[src/rtl/ifu_fetch.sv]
// ============================================================================
// Module   : ifu_fetch
// Purpose  : Instruction-fetch stage with one outstanding 32-bit fetch at a time.
//            It takes branch/jump redirects and raises a sticky fetch_err.
//            Define IFU_PERF_CNT_EN to add the perf_fetch_cnt/perf_stall_cnt ports.
// Revision : 1.0 - initial release
// ============================================================================
`default_nettype none

module ifu_fetch #(
    parameter logic [31:0] RESET_PC = 32'h8000_0000,
    parameter int unsigned TIMEOUT  = 255,
    parameter int unsigned CNT_W    = 16
) (
    input  logic        clk,
    input  logic        rst,
    output logic        mem_req_valid,
    output logic [31:0] mem_req_addr,
    input  logic        mem_req_ready,
    input  logic        mem_resp_valid,
    input  logic [31:0] mem_resp_data,
    output logic        inst_valid,
    output logic [31:0] inst,
    output logic [31:0] inst_pc,
    input  logic        inst_ready,
    input  logic        redirect_valid,
    input  logic [31:0] redirect_pc,
    output logic        fetch_err
`ifdef IFU_PERF_CNT_EN
    ,
    output logic [31:0] perf_fetch_cnt,
    output logic [31:0] perf_stall_cnt
`endif
);

    typedef enum logic [2:0] {
        S_IDLE = 3'd0,
        S_REQ  = 3'd1,
        S_WAIT = 3'd2,
        S_HOLD = 3'd3,
        S_HALT = 3'd4
    } state_t;

    localparam logic [CNT_W-1:0] c_TIMEOUT_M1 = CNT_W'(TIMEOUT - 1);

    state_t           r_state, w_state_nxt;
    logic [31:0]      r_pc, w_pc_nxt;
    logic             r_drop, w_drop_nxt;
    logic [CNT_W-1:0] r_wait_cnt, w_wait_cnt_nxt;
    logic             r_err, w_err_nxt;
    logic [31:0]      r_inst, r_inst_pc;
    logic             w_capture;
    logic             w_redir_bad;

    assign w_redir_bad = redirect_valid && (redirect_pc[1:0] != 2'b00);

    always_comb begin
        w_state_nxt    = r_state;
        w_pc_nxt       = r_pc;
        w_drop_nxt     = r_drop;
        w_wait_cnt_nxt = r_wait_cnt;
        w_err_nxt      = r_err;
        w_capture      = 1'b0;

        case (r_state)
            S_IDLE: w_state_nxt = S_REQ;
            S_REQ: begin
                if (mem_req_ready) begin
                    w_state_nxt    = S_WAIT;
                    w_wait_cnt_nxt = '0;
                    if (redirect_valid) w_drop_nxt = 1'b1;
                end
            end
            S_WAIT: begin
                if (mem_resp_valid) begin
                    // A redirect in the same cycle makes this response stale too.
                    w_drop_nxt = 1'b0;
                    if (!r_drop && !redirect_valid) begin
                        w_capture   = 1'b1;
                        w_state_nxt = S_HOLD;
                    end else begin
                        w_state_nxt = S_REQ;
                    end
                end else if (r_wait_cnt == c_TIMEOUT_M1) begin
                    w_err_nxt   = 1'b1;
                    w_state_nxt = S_HALT;
                end else begin
                    w_wait_cnt_nxt = r_wait_cnt + CNT_W'(1);
                    if (redirect_valid) w_drop_nxt = 1'b1;
                end
            end
            S_HOLD: begin
                if (inst_ready) begin
                    w_pc_nxt    = r_pc + 32'd4;
                    w_state_nxt = S_REQ;
                end
                if (redirect_valid) w_state_nxt = S_REQ;
            end
            S_HALT: ;
            default: w_state_nxt = S_IDLE;
        endcase

        // Redirect target beats pc+4; a move into HALT keeps the PC frozen.
        if (redirect_valid && (r_state != S_HALT) && (w_state_nxt != S_HALT))
            w_pc_nxt = redirect_pc;

        if (w_redir_bad && (r_state != S_HALT)) begin
            w_err_nxt   = 1'b1;
            w_state_nxt = S_HALT;
            w_pc_nxt    = r_pc;
            w_capture   = 1'b0;
        end
    end

    always_ff @(posedge clk or posedge rst) begin
        if (rst) begin
            r_state    <= S_IDLE;
            r_pc       <= RESET_PC;
            r_drop     <= 1'b0;
            r_wait_cnt <= '0;
            r_err      <= 1'b0;
            r_inst     <= 32'd0;
            r_inst_pc  <= 32'd0;
        end else begin
            r_state    <= w_state_nxt;
            r_pc       <= w_pc_nxt;
            r_drop     <= w_drop_nxt;
            r_wait_cnt <= w_wait_cnt_nxt;
            r_err      <= w_err_nxt;
            if (w_capture) begin
                r_inst    <= mem_resp_data;
                r_inst_pc <= r_pc;
            end
        end
    end

    assign mem_req_valid = (r_state == S_REQ);
    assign mem_req_addr  = r_pc;
    assign inst_valid    = (r_state == S_HOLD);
    assign inst          = r_inst;
    assign inst_pc       = r_inst_pc;
    assign fetch_err     = r_err;

`ifdef IFU_PERF_CNT_EN
    logic [31:0] r_perf_fetch, r_perf_stall;

    always_ff @(posedge clk or posedge rst) begin
        if (rst) begin
            r_perf_fetch <= 32'd0;
            r_perf_stall <= 32'd0;
        end else begin
            if ((r_state == S_HOLD) && inst_ready)
                r_perf_fetch <= r_perf_fetch + 32'd1;
            if ((r_state == S_REQ) || (r_state == S_WAIT))
                r_perf_stall <= r_perf_stall + 32'd1;
        end
    end

    assign perf_fetch_cnt = r_perf_fetch;
    assign perf_stall_cnt = r_perf_stall;
`endif

endmodule

`default_nettype wire

[config.mk]
export PLATFORM = sky130hd
export DESIGN_NAME = ifu_fetch
export DESIGN_NICKNAME = d
export VERILOG_FILES = /design/src/rtl/ifu_fetch.sv
export SDC_FILE = /design/constraint.sdc
export NUM_CORES = 1
export LEC_CHECK = 0
export BUFFER_PORTS_ARGS = -buffer_cell sky130_fd_sc_hd__clkbuf_2
export CORE_AREA = 2 2 130 132
export CTS_CLUSTER_DIAMETER = 60
export DETAILED_ROUTE_END_ITERATION = 16
export DIE_AREA = 0 0 132 134
export PLACE_DENSITY_LB_ADDON = 0.25
export REMOVE_ABC_BUFFERS = 1
export SLEW_MARGIN = 5
export SYNTH_ARGS = -nofsm -noshare
export SYNTH_HDL_FRONTEND = slang
export SYNTH_SLANG_ARGS = --single-unit
[constraint.sdc]
create_clock -name clk -period 6.59 [get_ports clk]
set_clock_uncertainty 0.05 [all_clocks]
set_input_delay 0 -clock clk [delete_from_list [all_inputs] [get_ports clk]]
set_output_delay 0 -clock clk [all_outputs]
set_load 0.02 [all_outputs]
# After elaboration in Yosys (flattened, before gate mapping)

Cells that the tools add are included.

Bits in registers: 117
Input bits: 70
Output and inout bits: 99

$add $sub $neg: 2
Equality and inequality tests: 12
Muxes and demuxes: 28
Bitwise operators: 1
Reductions and logical operators: 18

Operator list:

| cell                                                  | count |
|---|---|
| 2-to-1 mux 32 bit                                     | 3 |
| 2-to-1 mux 16 bit                                     | 3 |
| adder 32 x 3 -> 32 bit, second input constant         | 1 |
| case mux 16 bit (2 select lines)                      | 1 |
| 2-to-1 mux 3 bit                                      | 6 |
| adder 16 x 1 -> 16 bit, second input constant         | 1 |
| equality test 16 x 8 -> 1 bit, second input constant  | 1 |
| case mux 3 bit (5 select lines)                       | 1 |
| 2-to-1 mux 1 bit                                      | 12 |
| nonzero test 2 bit                                    | 6 |
| inequality test 3 bit, second input constant          | 3 |
| AND reduction 3 bit                                   | 3 |
| equality test 3 x 2 -> 1 bit, second input constant   | 2 |
| logical AND 1 bit                                     | 5 |
| inequality test 2 x 1 -> 1 bit, second input constant | 2 |
| inequality test 2 bit, second input constant          | 2 |
| AND reduction 4 bit                                   | 1 |
| equality test 3 x 1 -> 1 bit, second input constant   | 1 |
| equality test 3 bit, second input constant            | 1 |
| zero test 3 bit                                       | 1 |
| zero test 1 bit                                       | 2 |
| 2-to-1 mux 2 bit                                      | 1 |
| case mux 1 bit (2 select lines)                       | 1 |
| inverter 1 bit                                        | 1 |

# Longest topological paths before layout

Gate-level depths: netlist of run 1.

Depth in word-level cells: 9
Mapped depth: 10

# Least setup slack after synthesis of run 1

OpenSTA, ideal clock, no wires.

Kind: register to register
From: reg r_pc[2], in the netlist mem_req_addr[2]
To: reg r_pc[22], in the netlist mem_req_addr[22]
Library setup time: 0.121 ns
Data arrival time: 2.199 ns
Required time: 6.419 ns
Setup slack: 4.220 ns
Cell stages (with the launch flop): 7
Path buffers: 0
Path through: dfrtp_1 -> ha_1 -> nand3_1 -> nor4_1 -> and2_1 -> o21ai_0 -> a22o_1

Cells in the longest elaborated chain, start to end: 4

RTL lines:

| element                  | RTL line | source |
|---|---|---|
| start: declaration       | 47       | `logic [31:0] r_pc, w_pc_nxt;` |
| start signal: assignment | 126      | `r_pc <= w_pc_nxt;` |
| adder 32 x 3 -> 32 bit   | 94       | `w_pc_nxt = r_pc + 32'd4;` |
| 2-to-1 mux 32 bit        | 93       | `if (inst_ready) begin` |
| 2-to-1 mux 32 bit        | 65       | `case (r_state)` |
| 2-to-1 mux 32 bit        | 104      | `if (redirect_valid && (r_state != S_HALT) && (w_state_nxt != S_HALT))` |

No other way between the ends. The select of a mux whose other input is x is not followed.
A chain may end at the register's enable or synchronous reset.

# Worst setup path after layout of run 1

From: reg r_wait_cnt[12]
To: reg r_pc[12], in the netlist mem_req_addr[12]

Cells in the longest elaborated chain, start to end: 8
Elaborated cells on any way between the ends: 10

RTL lines:

| element                              | RTL line | source |
|---|---|---|
| start: declaration                   | 49       | `logic [CNT_W-1:0] r_wait_cnt, w_wait_cnt_nxt;` |
| start signal: assignment             | 128      | `r_wait_cnt <= w_wait_cnt_nxt;` |
| equality test 16 x 8 -> 1 bit *      | 84       | `end else if (r_wait_cnt == c_TIMEOUT_M1) begin` |
| 2-to-1 mux 3 bit *                   | 84       |  |
| 2-to-1 mux 3 bit *                   | 75       | `if (mem_resp_valid) begin` |
| case mux 3 bit (5 select lines) *    | 65       |  |
| inequality test 3 bit *              | 104      |  |
| logical AND 1 bit *                  | 104      |  |
| nonzero test 2 bit (no source line)  | -        |  |
| AND reduction 3 bit (no source line) | -        |  |

Every way passes the cells marked *; elsewhere a longest branch is shown, timed or not.

==> load_flow_metrics.sql, run 1 <==
INSERT INTO impl_metrics (metric_group, metric, value, unit) VALUES
('status', 'status', 'finished clean', ''),
('route', 'vias_per_cell', '5.13', ''),
('finish', 'register_area', '2930', 'um^2'),
('finish', 'final_cells', '980', ''),
('power', 'design_power_total', '3.06', 'mW'),
('sta', 'setup_viol', '0', ''),
('place', 'dp_worst_setup_slack', '3430', 'ps'),
('clocking', 'cts.clk_slew.worst_paths', '50', 'ps'),
('grt', 'grt_pass1_vias', '5134', ''),
('setup_path', 'worst_ep_arrival_time', '3440', 'ps'),
('place', 'placedInstanceArea', '6630', 'um^2'),
('synth', 'yosys_warnings', '0', ''),
('floorplan', 'die_height', '134', 'um'),
('synth', 'post_synth_main_area_contributors', 'sky130_fd_sc_hd__dfrtp_1 52%, sky130_fd_sc_hd__mux2_2 12%, sky130_fd_sc_hd__nand2_1 2.8%, sky130_fd_sc_hd__a21oi_1 2.7%, sky130_fd_sc_hd__nor2_1 2.7%', ''),
('floorplan', 'area_of_the_die', '17700', 'um^2'),
('finish', 'nets_final', '820', ''),
('finish', 'multiInputGateArea', '2510', 'um^2'),
('clocking', 'clkLatencyLatePin', '420', 'ps'),
('synth', 'ys_async_sr_fraction', '100', '%'),
('clocking', 'numCtsBuffers', '17', ''),
('sta', 'setup_total_negative_slack', '0', 'ps'),
('place', 'input_output_buffers', '168', ''),
('floorplan', 'start_util', '34.2', '%'),
('power', 'power.density', '384', 'nW/um^2'),
('clocking', 'ctsRootBufferMaster', 'sky130_fd_sc_hd__clkbuf_16', ''),
('route', 'drc_errors', '0', ''),
('finish', 'fin_area', '7980', 'um^2'),
('grt', 'grt_start_max_net_pins', '69', ''),
('setup_path', 'worst_r2r_path_depth', '5', ''),
('place', 'cell_count_after_placement', '879', ''),
('sta', 'worst_slew_pin_slew', '974', 'ps'),
('finish', 'drive_gt1_share', '37.1', '%'),
('synth', 'post-synth-top-area-fraction', '52.1', '%'),
('finish', 'flow.area_growth_from_synthesis', '43.0', '%'),
('route', 'drt.antenna.violating_nets', '0', ''),
('power', 'vdd_drop_max', '180', 'uV'),
('sta', 'grt_setup_unrepaired', 'no', ''),
('setup_path', 'cp-end-kind', 'register', ''),
('finish', 'final.fill_count', '1528', ''),
('route', 'detail_route.first_pass.iterations', '5', ''),
('sta', 'maxSlewHeadroom', '34.8', '%'),
('clocking', 'buffers_inserted_by_post_cts_timing_repair', '0', ''),
('route', 'routedWlPerCell', '15.8', 'um'),
('synth', 'synthesis.area', '5580', 'um^2'),
('synth', 'syn_inst', '511', ''),
('clocking', 'max_clock_buf_depth', '2', ''),
('floorplan', 'floorplan.die.width', '132', 'um'),
('synth', 'synth_seq_cells', '117', ''),
('synth', 'synth_seq_area_share', '52.5', '%'),
('grt', 'grt_first_pass_wirelength', '25.3', 'mm'),
('sta', 'final.hold.worst_slack', '37.6', 'ps'),
('clocking', 'clock_tree.htree_level_count', '4', ''),
('sta', 'timing_max_transition_violations_final', '0', ''),
('place', 'place_hpwl', '10.2', 'mm'),
('clocking', 'tritoncts', 'yes', ''),
('setup_path', 'cp-start-kind', 'register', ''),
('finish', 'insertedDiodeCount', '0', ''),
('finish', 'final_core_utilization', '49.0', '%'),
('route', 'postRouteWirelength', '15.4', 'mm'),
('synth', 'count_of_flip_flops_with_a_built_in_enable_after_synthesis', '0', ''),
('grt', 'antenna_violations_before_repair', '0', ''),
('min_path', 'whs_path_depth', '4', ''),
('sta', 'maxClockFrequency', '0.316', 'GHz'),
('clocking', 'cts_num_sinks', '117', ''),
('floorplan', 'placement_rows', '47', ''),
('synth', 'synthDominantAreaCellType', 'sky130_fd_sc_hd__dfrtp_1', ''),
('setup_path', 'worst-setup-path-type', 'reg -> reg', ''),
('synth', 'synthDistinctLibCells', '62', ''),
('power', 'p_leak', '3.86', 'nW'),
('setup_path', 'largest_driver_fanout_on_the_critical_path', '40', ''),
('place', 'gp_routability_congestion', '0.812', '');
[registers in the layout, summed over array words and instances (netlist names)]
| signal | flops |
|---|---|
| r_drop | 1 |
| r_wait_cnt | 16 |
| inst | 32 |
| r_state | 3 |
| inst_pc | 32 |
| mem_req_addr | 32 |
| fetch_err | 1 |
[where the power goes]
group | total (mW) | internal [mW] | leakage [nW] | switching, mW
combinational | 0.924 | 0.366 | 2.01 | 0.558
sequential | 1.12 | 0.904 | 1.54 | 0.212
clock | 1.02 | 0.690 | 0.313 | 0.331
total | 3.06 | 1.96 | 3.86 | 1.10
[path summary, 6_finish.rpt]
path / startpoint / end / slack, ps
max in group asynchronous: rst / inst[7] / 5020
max: r_wait_cnt[12] / mem_req_addr[12] / 3430
min: redirect_pc[0] / mem_req_addr[2] / 40
max reg2reg: r_wait_cnt[12] / mem_req_addr[12] / 3430
min reg2reg: fetch_err / fetch_err / 430
min in group asynchronous: rst / inst[25] / 210
[layout make-up]
class | count | area share, %
Clock buffer | 20 | 5.73
Clock inverter | 12 | 2.51
Inverter | 7 | 0.361
Multi-Input combinational cell | 361 | 31.5
Sequential cell | 117 | 36.7
Tap cell | 220 | 3.45
Timing Repair Buffer | 243 | 19.8
[critical path, stage by stage, from the launching register on]
cell and delay [ps]:
sky130_fd_sc_hd__dfrtp_1 410, sky130_fd_sc_hd__or4_4 570, sky130_fd_sc_hd__or4_1 790, sky130_fd_sc_hd__o21ai_4 850, sky130_fd_sc_hd__nor3_1 170, sky130_fd_sc_hd__o22ai_2 210
[layer usage]
metal / share of wire, % / GRT usage (%) / wire, um / vias to the layer above
li1: - / - / - / 2364
met2: 49 / 30.1 / 7600 / 173
met1: 44 / 22.2 / 6770 / 2477
met3: 5.9 / 4.57 / 905 / 15
met4: 1.1 / 5.92 / 164 / 0
met5: 0 / 0 / 0 / -
[timing repair]
item,in CTS,in global routing
endpoints found under the hold margin,127,0
gates resized for setup,0,0
hold buffers,69,0
[layout by cell type, fill, tap and decap left out, types with 4 or more instances in the layout]
cell and n:
sky130_fd_sc_hd__o31ai_1 5, sky130_fd_sc_hd__and2_1 6, sky130_fd_sc_hd__nand3_1 25, sky130_fd_sc_hd__o21ai_0 21, sky130_fd_sc_hd__xnor2_1 4, sky130_fd_sc_hd__a2bb2oi_1 6
sky130_fd_sc_hd__clkbuf_16 17, sky130_fd_sc_hd__nand4_1 14, sky130_fd_sc_hd__a21oi_1 30, sky130_fd_sc_hd__mux2_2 61, sky130_fd_sc_hd__inv_1 6, sky130_fd_sc_hd__and3_1 12
sky130_fd_sc_hd__o22a_1 5, sky130_fd_sc_hd__nor4_1 7, sky130_fd_sc_hd__dfrtp_1 116, sky130_fd_sc_hd__nand2_1 41, sky130_fd_sc_hd__o22ai_1 4, sky130_fd_sc_hd__bufinv_16 5
sky130_fd_sc_hd__xor2_1 8, sky130_fd_sc_hd__nor2_1 40, sky130_fd_sc_hd__a31oi_1 5, sky130_fd_sc_hd__dlygate4sd3_1 69, sky130_fd_sc_hd__buf_4 6, sky130_fd_sc_hd__clkbuf_2 168
[cell families (layout without fill, tap and decap cells)]
group                    Yosys count  count (layout)  synth area share [%]
AO/OA/AOI/OAI                    111             111                  13.5
XOR/XNOR                          12              12                  1.88
adder cells (fa/ha/maj)            3               3                 0.673
buffers and inverters             33             282                  2.98
flip-flops                       117             117                  52.5
multiplexers                      61              61                  12.3
AND/OR/NAND/NOR                  174             174                  16.1
Power figures use the tool's default switching activity.
==> run 2, diff against run 1 <==
--- a/config.mk
+++ b/config.mk
@@ -5,11 +5,12 @@
 export SDC_FILE = /design/constraint.sdc
 export NUM_CORES = 1
 export LEC_CHECK = 0
+export ABC_AREA = 1
 export BUFFER_PORTS_ARGS = -buffer_cell sky130_fd_sc_hd__clkbuf_2
-export CORE_AREA = 2 2 130 132
+export CORE_AREA = 2 2 137 139
 export CTS_CLUSTER_DIAMETER = 60
 export DETAILED_ROUTE_END_ITERATION = 16
-export DIE_AREA = 0 0 132 134
+export DIE_AREA = 0 0 139 141
 export PLACE_DENSITY_LB_ADDON = 0.25
 export REMOVE_ABC_BUFFERS = 1
 export SLEW_MARGIN = 5
==> constraint.sdc (replaced) <==
create_clock -name clk -period 2.98 [get_ports clk]
set_clock_uncertainty 0.05 [all_clocks]
set_input_delay 0 -clock clk [delete_from_list [all_inputs] [get_ports clk]]
set_output_delay 0 -clock clk [all_outputs]
set_load 0.02 [all_outputs]
==> run 2 against run 1 <==
Against the previous run: hold slack better by 180 ps; non-clock buffer count is 2 higher; power up 140%; combinational power increased to 2.8 times the previous value; via count grew 18%; count of clock-buffer cells in the layout is the same; synthesized cell count rose by 50%; die area is 11% higher; global-route usage rose by 1.5 points; critical path type unchanged.
==> load_flow_metrics.sql, run 2 <==
INSERT INTO impl_metrics (metric_group, metric, value, unit) VALUES
('status', 'status', 'finished clean', ''),
('synth', 'yosysMostFrequentCell', 'sky130_fd_sc_hd__nand2_1', ''),
('clocking', 'clock_tree.htree_level_count', '4', ''),
('clocking', 'numCtsBuffers', '17', ''),
('floorplan', 'placement_rows', '50', ''),
('finish', 'layout.cells.most_common', 'sky130_fd_sc_hd__nand2_1', ''),
('power', 'power.density', '844', 'nW/um^2'),
('place', 'place_hpwl', '12.6', 'mm'),
('finish', 'multiInputGateArea', '2890', 'um^2'),
('finish', 'register_area', '2930', 'um^2'),
('floorplan', 'design.portCount', '169', ''),
('power', 'power_frac_comb', '35.7', '%'),
('finish', 'final.fill_count', '1814', ''),
('floorplan', 'floorplan.die.width', '139', 'um'),
('synth', 'synth_ff_type', 'sky130_fd_sc_hd__dfrtp_1', ''),
('sta', 'timing_max_transition_violations_final', '0', ''),
('place', 'gp_routability_congestion', '0.867', ''),
('synth', 'post-synth-top-area-fraction', '46.9', '%'),
('setup_path', 'largest_driver_fanout_on_the_critical_path', '19', ''),
('grt', 'grt_start_max_net_pins', '77', ''),
('synth', 'synth.avg_cell_area', '8.05', 'um^2'),
('sta', 'final_hold_viol_count', '0', ''),
('min_path', 'worstHoldPathType', 'in -> async', ''),
('synth', 'post_synth_main_area_contributors', 'sky130_fd_sc_hd__dfrtp_1 47%, sky130_fd_sc_hd__nand2_1 17%, sky130_fd_sc_hd__nand3_1 7.2%, sky130_fd_sc_hd__mux2_2 6.4%, sky130_fd_sc_hd__nor2_1 3.8%', ''),
('clocking', 'clkLatencyLatePin', '410', 'ps'),
('route', 'drt.antenna.violating_nets', '0', ''),
('finish', 'flow.area_growth_from_synthesis', '37.9', '%'),
('synth', 'count_of_flip_flops_with_a_built_in_enable_after_synthesis', '0', ''),
('clocking', 'cts_num_sinks', '117', ''),
('floorplan', 'area_of_the_die', '19600', 'um^2'),
('synth', 'ys_async_sr_fraction', '100', '%'),
('setup_path', 'worst-setup-path-type', 'reg -> reg', ''),
('sta', 'worst_slew_pin_slew', '913', 'ps'),
('setup_path', 'timing.critical_path.required', '3270', 'ps'),
('clocking', 'ctsRootBufferMaster', 'sky130_fd_sc_hd__clkbuf_16', ''),
('synth', 'yosys_warnings', '0', ''),
('power', 'vdd_drop_max', '423', 'uV'),
('route', 'postRouteWirelength', '18.4', 'mm'),
('clocking', 'cts.clk_slew.worst_paths', '50', 'ps'),
('power', 'p_clk_share', '29.4', '%'),
('route', 'drt_first_iter_violations', '469', ''),
('finish', 'final_core_utilization', '46.7', '%'),
('sta', 'setup_viol', '0', ''),
('setup_path', 'cp-start-kind', 'register', ''),
('setup_path', 'worst_ep_arrival_time', '2480', 'ps'),
('sta', 'grt_setup_unrepaired', 'no', ''),
('clocking', 'max_clock_buf_depth', '2', ''),
('synth', 'synthDistinctLibCells', '32', ''),
('finish', 'most_frequent_cells_in_the_layout', '279 x sky130_fd_sc_hd__nand2_1, 168 x sky130_fd_sc_hd__clkbuf_2, 116 x sky130_fd_sc_hd__dfrtp_1', ''),
('grt', 'grt_use_total', '19.3', '%'),
('power', 'cellInternalPower', '4.38', 'mW'),
('grt', 'antenna_violations_before_repair', '0', ''),
('synth', 'top_cells_by_instance_count_after_synthesis', '280 x sky130_fd_sc_hd__nand2_1, 116 x sky130_fd_sc_hd__dfrtp_1, 89 x sky130_fd_sc_hd__nand3_1, 62 x sky130_fd_sc_hd__nor2_1, 49 x sky130_fd_sc_hd__inv_1', ''),
('power', 'power.switching_fraction', '39.2', '%'),
('sta', 'period_needed', '2190', 'ps'),
('sta', 'maxClockFrequency', '0.457', 'GHz'),
('sta', 'final.hold.worst_slack', '216', 'ps'),
('run', 'reported_max_cap_violation_count', '0', ''),
('sta', 'fin_crit_sh', '73.5', '%'),
('power', 'p_leak', '4.45', 'nW'),
('route', 'vias_per_cell', '4.75', ''),
('route', 'detail_route.first_pass.iterations', '5', ''),
('finish', 'drive_gt1_share', '25.7', '%'),
('floorplan', 'die_height', '141', 'um'),
('setup_path', 'worst_r2r_path_depth', '13', ''),
('floorplan', 'placeable_core_region', '18300', 'um^2'),
('synth', 'synth_seq_cells', '117', ''),
('floorplan', 'start_util', '33.9', '%'),
('grt', 'grt_first_pass_wirelength', '30.3', 'mm'),
('route', 'routedWlPerCell', '14.7', 'um'),
('finish', 'nets_final', '1076', ''),
('setup_path', 'cp-end-kind', 'register', ''),
('grt', 'grt.overflow.total', '0', ''),
('place', 'input_output_buffers', '168', ''),
('route', 'vias', '5927', ''),
('power', 'power.net_switching', '2.83', 'mW'),
('grt', 'grt_pass1_vias', '5939', ''),
('clocking', 'tritoncts', 'yes', ''),
('finish', 'insertedDiodeCount', '0', ''),
('route', 'drc_errors', '0', ''),
('sta', 'maxSlewHeadroom', '39.1', '%'),
('synth', 'synth_seq_area_share', '47.3', '%'),
('setup_path', 'setup.reg_to_reg.worst_slack', '790', 'ps'),
('synth', 'synthesis.area', '6190', 'um^2'),
('synth', 'syn_inst', '769', ''),
('synth', 'synthDominantAreaCellType', 'sky130_fd_sc_hd__dfrtp_1', ''),
('power', 'p_seq_share', '34.9', '%');
-- run 2: cell type report --
type / count / area share (%)
clock inverter: 11 / 1.85
multi-input combinational: 568 / 33.9
timing repair buffer: 245 / 18.9
clock buffer: 20 / 5.23
inverter: 54 / 2.40
tap: 234 / 3.43
sequential: 117 / 34.3
-- run 2: timing repair --
item / CTS / global route
hold buffers: 69 / 0
setup buffers: 0 / 0
endpoints found under the hold margin: 120 / 0
gates resized for setup: 0 / 0
-- run 2: layer usage --
layer  vias to the layer above  track usage, %  wire length [um]
met3                        26            6.08              1230
met5                         -               0                 0
li1                       2944               -                 -
met4                         0            5.10               294
met1                      2747            23.3              7960
met2                       210            33.4              8870
-- run 2: power groups by stage --
stage / Combinational (mW) / Sequential, mW / Clock (mW)
finish: 2.58 / 2.52 / 2.12
detailed placement: 2.51 / 2.54 / 0
CTS: 2.59 / 2.51 / 2.17
global route: 2.87 / 2.59 / 2.24
floorplan: 1.12 / 2.93 / 0
global placement: 2.48 / 2.53 / 0
-- run 2: worst paths after layout --
kind,end,startpoint
max,mem_req_addr[26],r_wait_cnt[0]
min,inst[22],rst
max reg2reg,mem_req_addr[26],r_wait_cnt[0]
min reg2reg,inst_pc[5],inst_pc[5]
max in group asynchronous,inst_pc[3],rst
min in group clk,inst[15],mem_resp_data[15]
-- run 2: cells by family after synthesis --
family                     synth area share [%]
xor gates and xnor gates                   2.83
muxes                                      8.00
and+or+nand+nor                            31.0
AOI/OAI and AO/OA                          4.16
adders and majority gates                 0.606
buffers and inverters                      6.12
DFF                                        47.3
-- run 2: worst max-delay path, stage by stage (launching register included) --
cell,delay [ps]
sky130_fd_sc_hd__dfrtp_1,430
sky130_fd_sc_hd__inv_1,120
sky130_fd_sc_hd__ha_1,150
sky130_fd_sc_hd__nand2_1,50
sky130_fd_sc_hd__nor2_1,160
sky130_fd_sc_hd__nand3_2,110
sky130_fd_sc_hd__nand2_1,90
sky130_fd_sc_hd__nand2_2,70
sky130_fd_sc_hd__nand2_1,400
sky130_fd_sc_hd__buf_12,230
sky130_fd_sc_hd__nand2_1,80
sky130_fd_sc_hd__nand2_1,60
sky130_fd_sc_hd__nand2_1,50
sky130_fd_sc_hd__nand2_1,80
-- run 2: through the flow --
stage / power, mW / instance area, um^2 / instances / setup slack [ps] / TNS [ps]
floorplan: 4.06 / 6020 / 739 / -169 / -19620
global route: 7.70 / 8540 / 1249 / 483 / 0
detailed placement: 5.05 / 7240 / 1149 / 796 / 0
finish: 7.21 / 8540 / 1249 / 790 / 0
global placement: 5.01 / 7240 / 1149 / 809 / 0
CTS: 7.28 / 8540 / 1249 / 780 / 0
==> run 3, diff against run 2 <==
--- a/config.mk
+++ b/config.mk
@@ -5,12 +5,12 @@
 export SDC_FILE = /design/constraint.sdc
 export NUM_CORES = 1
 export LEC_CHECK = 0
-export ABC_AREA = 1
+export ABC_AREA = 0
 export BUFFER_PORTS_ARGS = -buffer_cell sky130_fd_sc_hd__clkbuf_2
-export CORE_AREA = 2 2 137 139
+export CORE_AREA = 2 2 130 132
 export CTS_CLUSTER_DIAMETER = 60
 export DETAILED_ROUTE_END_ITERATION = 16
-export DIE_AREA = 0 0 139 141
+export DIE_AREA = 0 0 132 134
 export PLACE_DENSITY_LB_ADDON = 0.25
 export REMOVE_ABC_BUFFERS = 1
 export SLEW_MARGIN = 5
==> constraint.sdc (replaced) <==
create_clock -name clk -period 1.95 [get_ports clk]
set_clock_uncertainty 0.05 [all_clocks]
set_input_delay 0 -clock clk [delete_from_list [all_inputs] [get_ports clk]]
set_output_delay 0 -clock clk [all_outputs]
set_load 0.02 [all_outputs]
==> run 3 against run 2 <==
Against the previous run: the flow now finishes with violations (setup timing); sequential power increased by 42%; hold slack got worse by 74 ps; register-to-register slack got worse by 1100 ps; cell area increased by 4.8%; non-clock buffer count increased by 80; global-route usage increased by 0.58 points; sequential share of layout area decreased by 1.5 points; worst setup slack got worse by 1100 ps; core utilization increased by 8.2 points; power increased by 50%; critical endpoint unchanged; largest cell class unchanged; highest routed layer unchanged.
==> load_flow_metrics.sql, run 3 (synthesis results as in run 1) <==
INSERT INTO impl_metrics (metric_group, metric, value, unit) VALUES
('status', 'status', 'finished with violations', ''),
('status', 'failed_checks', 'setup timing', ''),
('finish', 'final.fill_count', '1407', ''),
('setup_path', 'critical_path_cell_sequence', 'or4_4, or4_4, o21ai_4, buf_12, a21oi_1, o22a_1', ''),
('route', 'drt.antenna.violating_nets', '0', ''),
('sta', 'final_hold_viol_count', '0', ''),
('clocking', 'clkLatencyLatePin', '420', 'ps'),
('place', 'gp_routability_congestion', '0.889', ''),
('sta', 'layout_setup_ws', '-303', 'ps'),
('grt', 'grt.overflow.total', '0', ''),
('route', 'vias', '5324', ''),
('floorplan', 'placeable_core_region', '16300', 'um^2'),
('power', 'p_seq_share', '33.1', '%'),
('finish', 'final_cells', '1062', ''),
('grt', 'antenna_violations_before_repair', '0', ''),
('setup_path', 'critical_path.reg2reg.endpoint', 'mem_req_addr[26]', ''),
('clocking', 'cts_num_sinks', '117', ''),
('route', 'vias_per_cell', '5.01', ''),
('grt', 'grt_pass1_vias', '5458', ''),
('route', 'drc_errors', '0', ''),
('place', 'cell_count_after_placement', '950', ''),
('route', 'detail_route.first_pass.iterations', '5', ''),
('power', 'power.density', '1210', 'nW/um^2'),
('finish', 'multiInputGateArea', '2730', 'um^2'),
('place', 'place_hpwl', '11.4', 'mm'),
('finish', 'layout.cells.most_common', 'sky130_fd_sc_hd__clkbuf_2', ''),
('sta', 'worst_slew_pin_slew', '532', 'ps'),
('setup_path', 'critPathLaunch', 'r_wait_cnt[12]', ''),
('setup_path', 'worstSetupEndpoint', 'mem_req_addr[26]', ''),
('finish', 'fin_area', '8950', 'um^2'),
('place', 'input_output_buffers', '168', ''),
('route', 'routedWlPerCell', '16.2', 'um'),
('min_path', 'worstHoldPathType', 'in -> async', ''),
('clocking', 'numCtsBuffers', '17', ''),
('finish', 'register_area', '2930', 'um^2'),
('setup_path', 'cp-end-kind', 'register', ''),
('floorplan', 'area_of_the_die', '17700', 'um^2'),
('sta', 'fin_crit_sh', '116', '%'),
('clocking', 'tritoncts', 'yes', ''),
('setup_path', 'worst_ep_arrival_time', '2500', 'ps'),
('sta', 'timing_max_transition_violations_final', '0', ''),
('power', 'p_clk_share', '29.7', '%'),
('floorplan', 'die_height', '134', 'um'),
('power', 'vdd_drop_max', '707', 'uV'),
('place', 'dp_worst_setup_slack', '-446', 'ps'),
('route', 'drt_first_iter_violations', '423', ''),
('finish', 'final_core_utilization', '54.9', '%'),
('sta', 'setup_total_negative_slack', '-9210', 'ps'),
('clocking', 'clock_tree.htree_level_count', '4', ''),
('power', 'power.switching_fraction', '36.1', '%'),
('floorplan', 'floorplan.die.width', '132', 'um'),
('grt', 'grt_use_total', '19.8', '%'),
('finish', 'most_frequent_cells_in_the_layout', '168 x sky130_fd_sc_hd__clkbuf_2, 114 x sky130_fd_sc_hd__dfrtp_1, 71 x sky130_fd_sc_hd__buf_4', ''),
('setup_path', 'cp-start-kind', 'register', ''),
('floorplan', 'placement_rows', '47', ''),
('setup_path', 'setup.reg_to_reg.worst_slack', '-300', 'ps'),
('power', 'p_leak', '4.35', 'nW'),
('finish', 'drive_gt1_share', '47.6', '%'),
('setup_path', 'largest_driver_fanout_on_the_critical_path', '20', ''),
('clocking', 'cts.clk_slew.worst_paths', '50', 'ps'),
('power', 'cellInternalPower', '6.91', 'mW'),
('sta', 'setup_viol', '48', ''),
('place', 'placedInstanceArea', '7240', 'um^2'),
('clocking', 'ctsRootBufferMaster', 'sky130_fd_sc_hd__clkbuf_16', ''),
('route', 'postRouteWirelength', '17.3', 'mm'),
('finish', 'flow.area_growth_from_synthesis', '60.4', '%'),
('setup_path', 'timing.critical_path.required', '2200', 'ps'),
('finish', 'insertedDiodeCount', '0', ''),
('power', 'power_frac_comb', '37.3', '%'),
('run', 'reported_max_cap_violation_count', '0', ''),
('setup_path', 'critPathTopFamily', 'simple AND/OR/NAND/NOR gates', ''),
('setup_path', 'r2r_start', 'r_wait_cnt[12]', ''),
('setup_path', 'critPathMostFrequentCell', 'sky130_fd_sc_hd__or4_4', ''),
('sta', 'period_needed', '2250', 'ps'),
('sta', 'maxClockFrequency', '0.444', 'GHz'),
('setup_path', 'largest_stage_delay_worst_path', '540', 'ps'),
('setup_path', 'critical_path_buf_inv_count', '1', ''),
('floorplan', 'design.portCount', '169', ''),
('setup_path', 'worst_r2r_path_depth', '6', ''),
('sta', 'grt_setup_unrepaired', 'yes', ''),
('grt', 'grt_first_pass_wirelength', '28.0', 'mm'),
('setup_path', 'crit_path_top_delay_cell', 'sky130_fd_sc_hd__or4_4', ''),
('power', 'power.net_switching', '3.90', 'mW'),
('finish', 'nets_final', '902', ''),
('sta', 'maxSlewHeadroom', '64.5', '%'),
('floorplan', 'start_util', '34.2', '%'),
('setup_path', 'worst-setup-path-type', 'reg -> reg', ''),
('clocking', 'max_clock_buf_depth', '2', ''),
('grt', 'grt_start_max_net_pins', '44', ''),
('setup_path', 'cp_num_cells', '6', '');
run 3: power by group through the flow:
| stage | combinational, mW | clock [mW] | sequential, mW |
|---|---|---|---|
| after floorplan | 1.24 | 0 | 4.34 |
| after global placement | 3.60 | 0 | 3.56 |
| after detailed placement | 3.66 | 0 | 3.59 |
| after CTS | 4.00 | 3.29 | 3.56 |
| after global routing | 4.35 | 3.39 | 3.67 |
| final | 4.03 | 3.21 | 3.57 |
run 3: worst min path at each step:
stage,end,slack [ps],cells after the start
floorplan,inst[0],100,1
global placement,inst_pc[4],10,2
detailed placement,inst[3],20,2
CTS,r_state[1],120,4
global route,inst[3],170,3
finish,inst[3],140,3
run 3: routing by layer:
metal  global-route usage [%]  up-vias  share of wire (%)
li1                         -     2534                  -
met1                     25.3     2612                 44
met2                     33.1      154                 50
met3                     4.42       24                4.5
met4                     7.49        0                1.9
met5                        0        -                  0
run 3: worst min-delay path, delay by kind of cell:
family                 cells  cell delay [ps]
buffers and inverters      3             1050
run 3: cell type report:
type / count / area share [%]
flip-flops and latches: 117 / 32.8
multi-input cells: 361 / 30.5
inverters: 7 / 0.322
clock buffers: 23 / 5.45
well taps: 220 / 3.08
repair buffers: 325 / 26.4
clock inverters: 9 / 1.38
run 3: per-stage QoR:
step	power, mW	hold slack (ps)
global placement	7.15	10.3
finish	10.8	142
CTS	10.8	119
floorplan	5.58	101
detailed placement	7.25	23.7
global route	11.4	175
run 3: timing repair:
item	4_1_cts	5_1_grt
pin swaps	14	7
hold buffers	69	0
endpoints found under the hold margin	121	0
gates cloned	3	0
buffers inserted	7	1
gates resized for setup	43	21
endpoints found under the setup margin	51	53
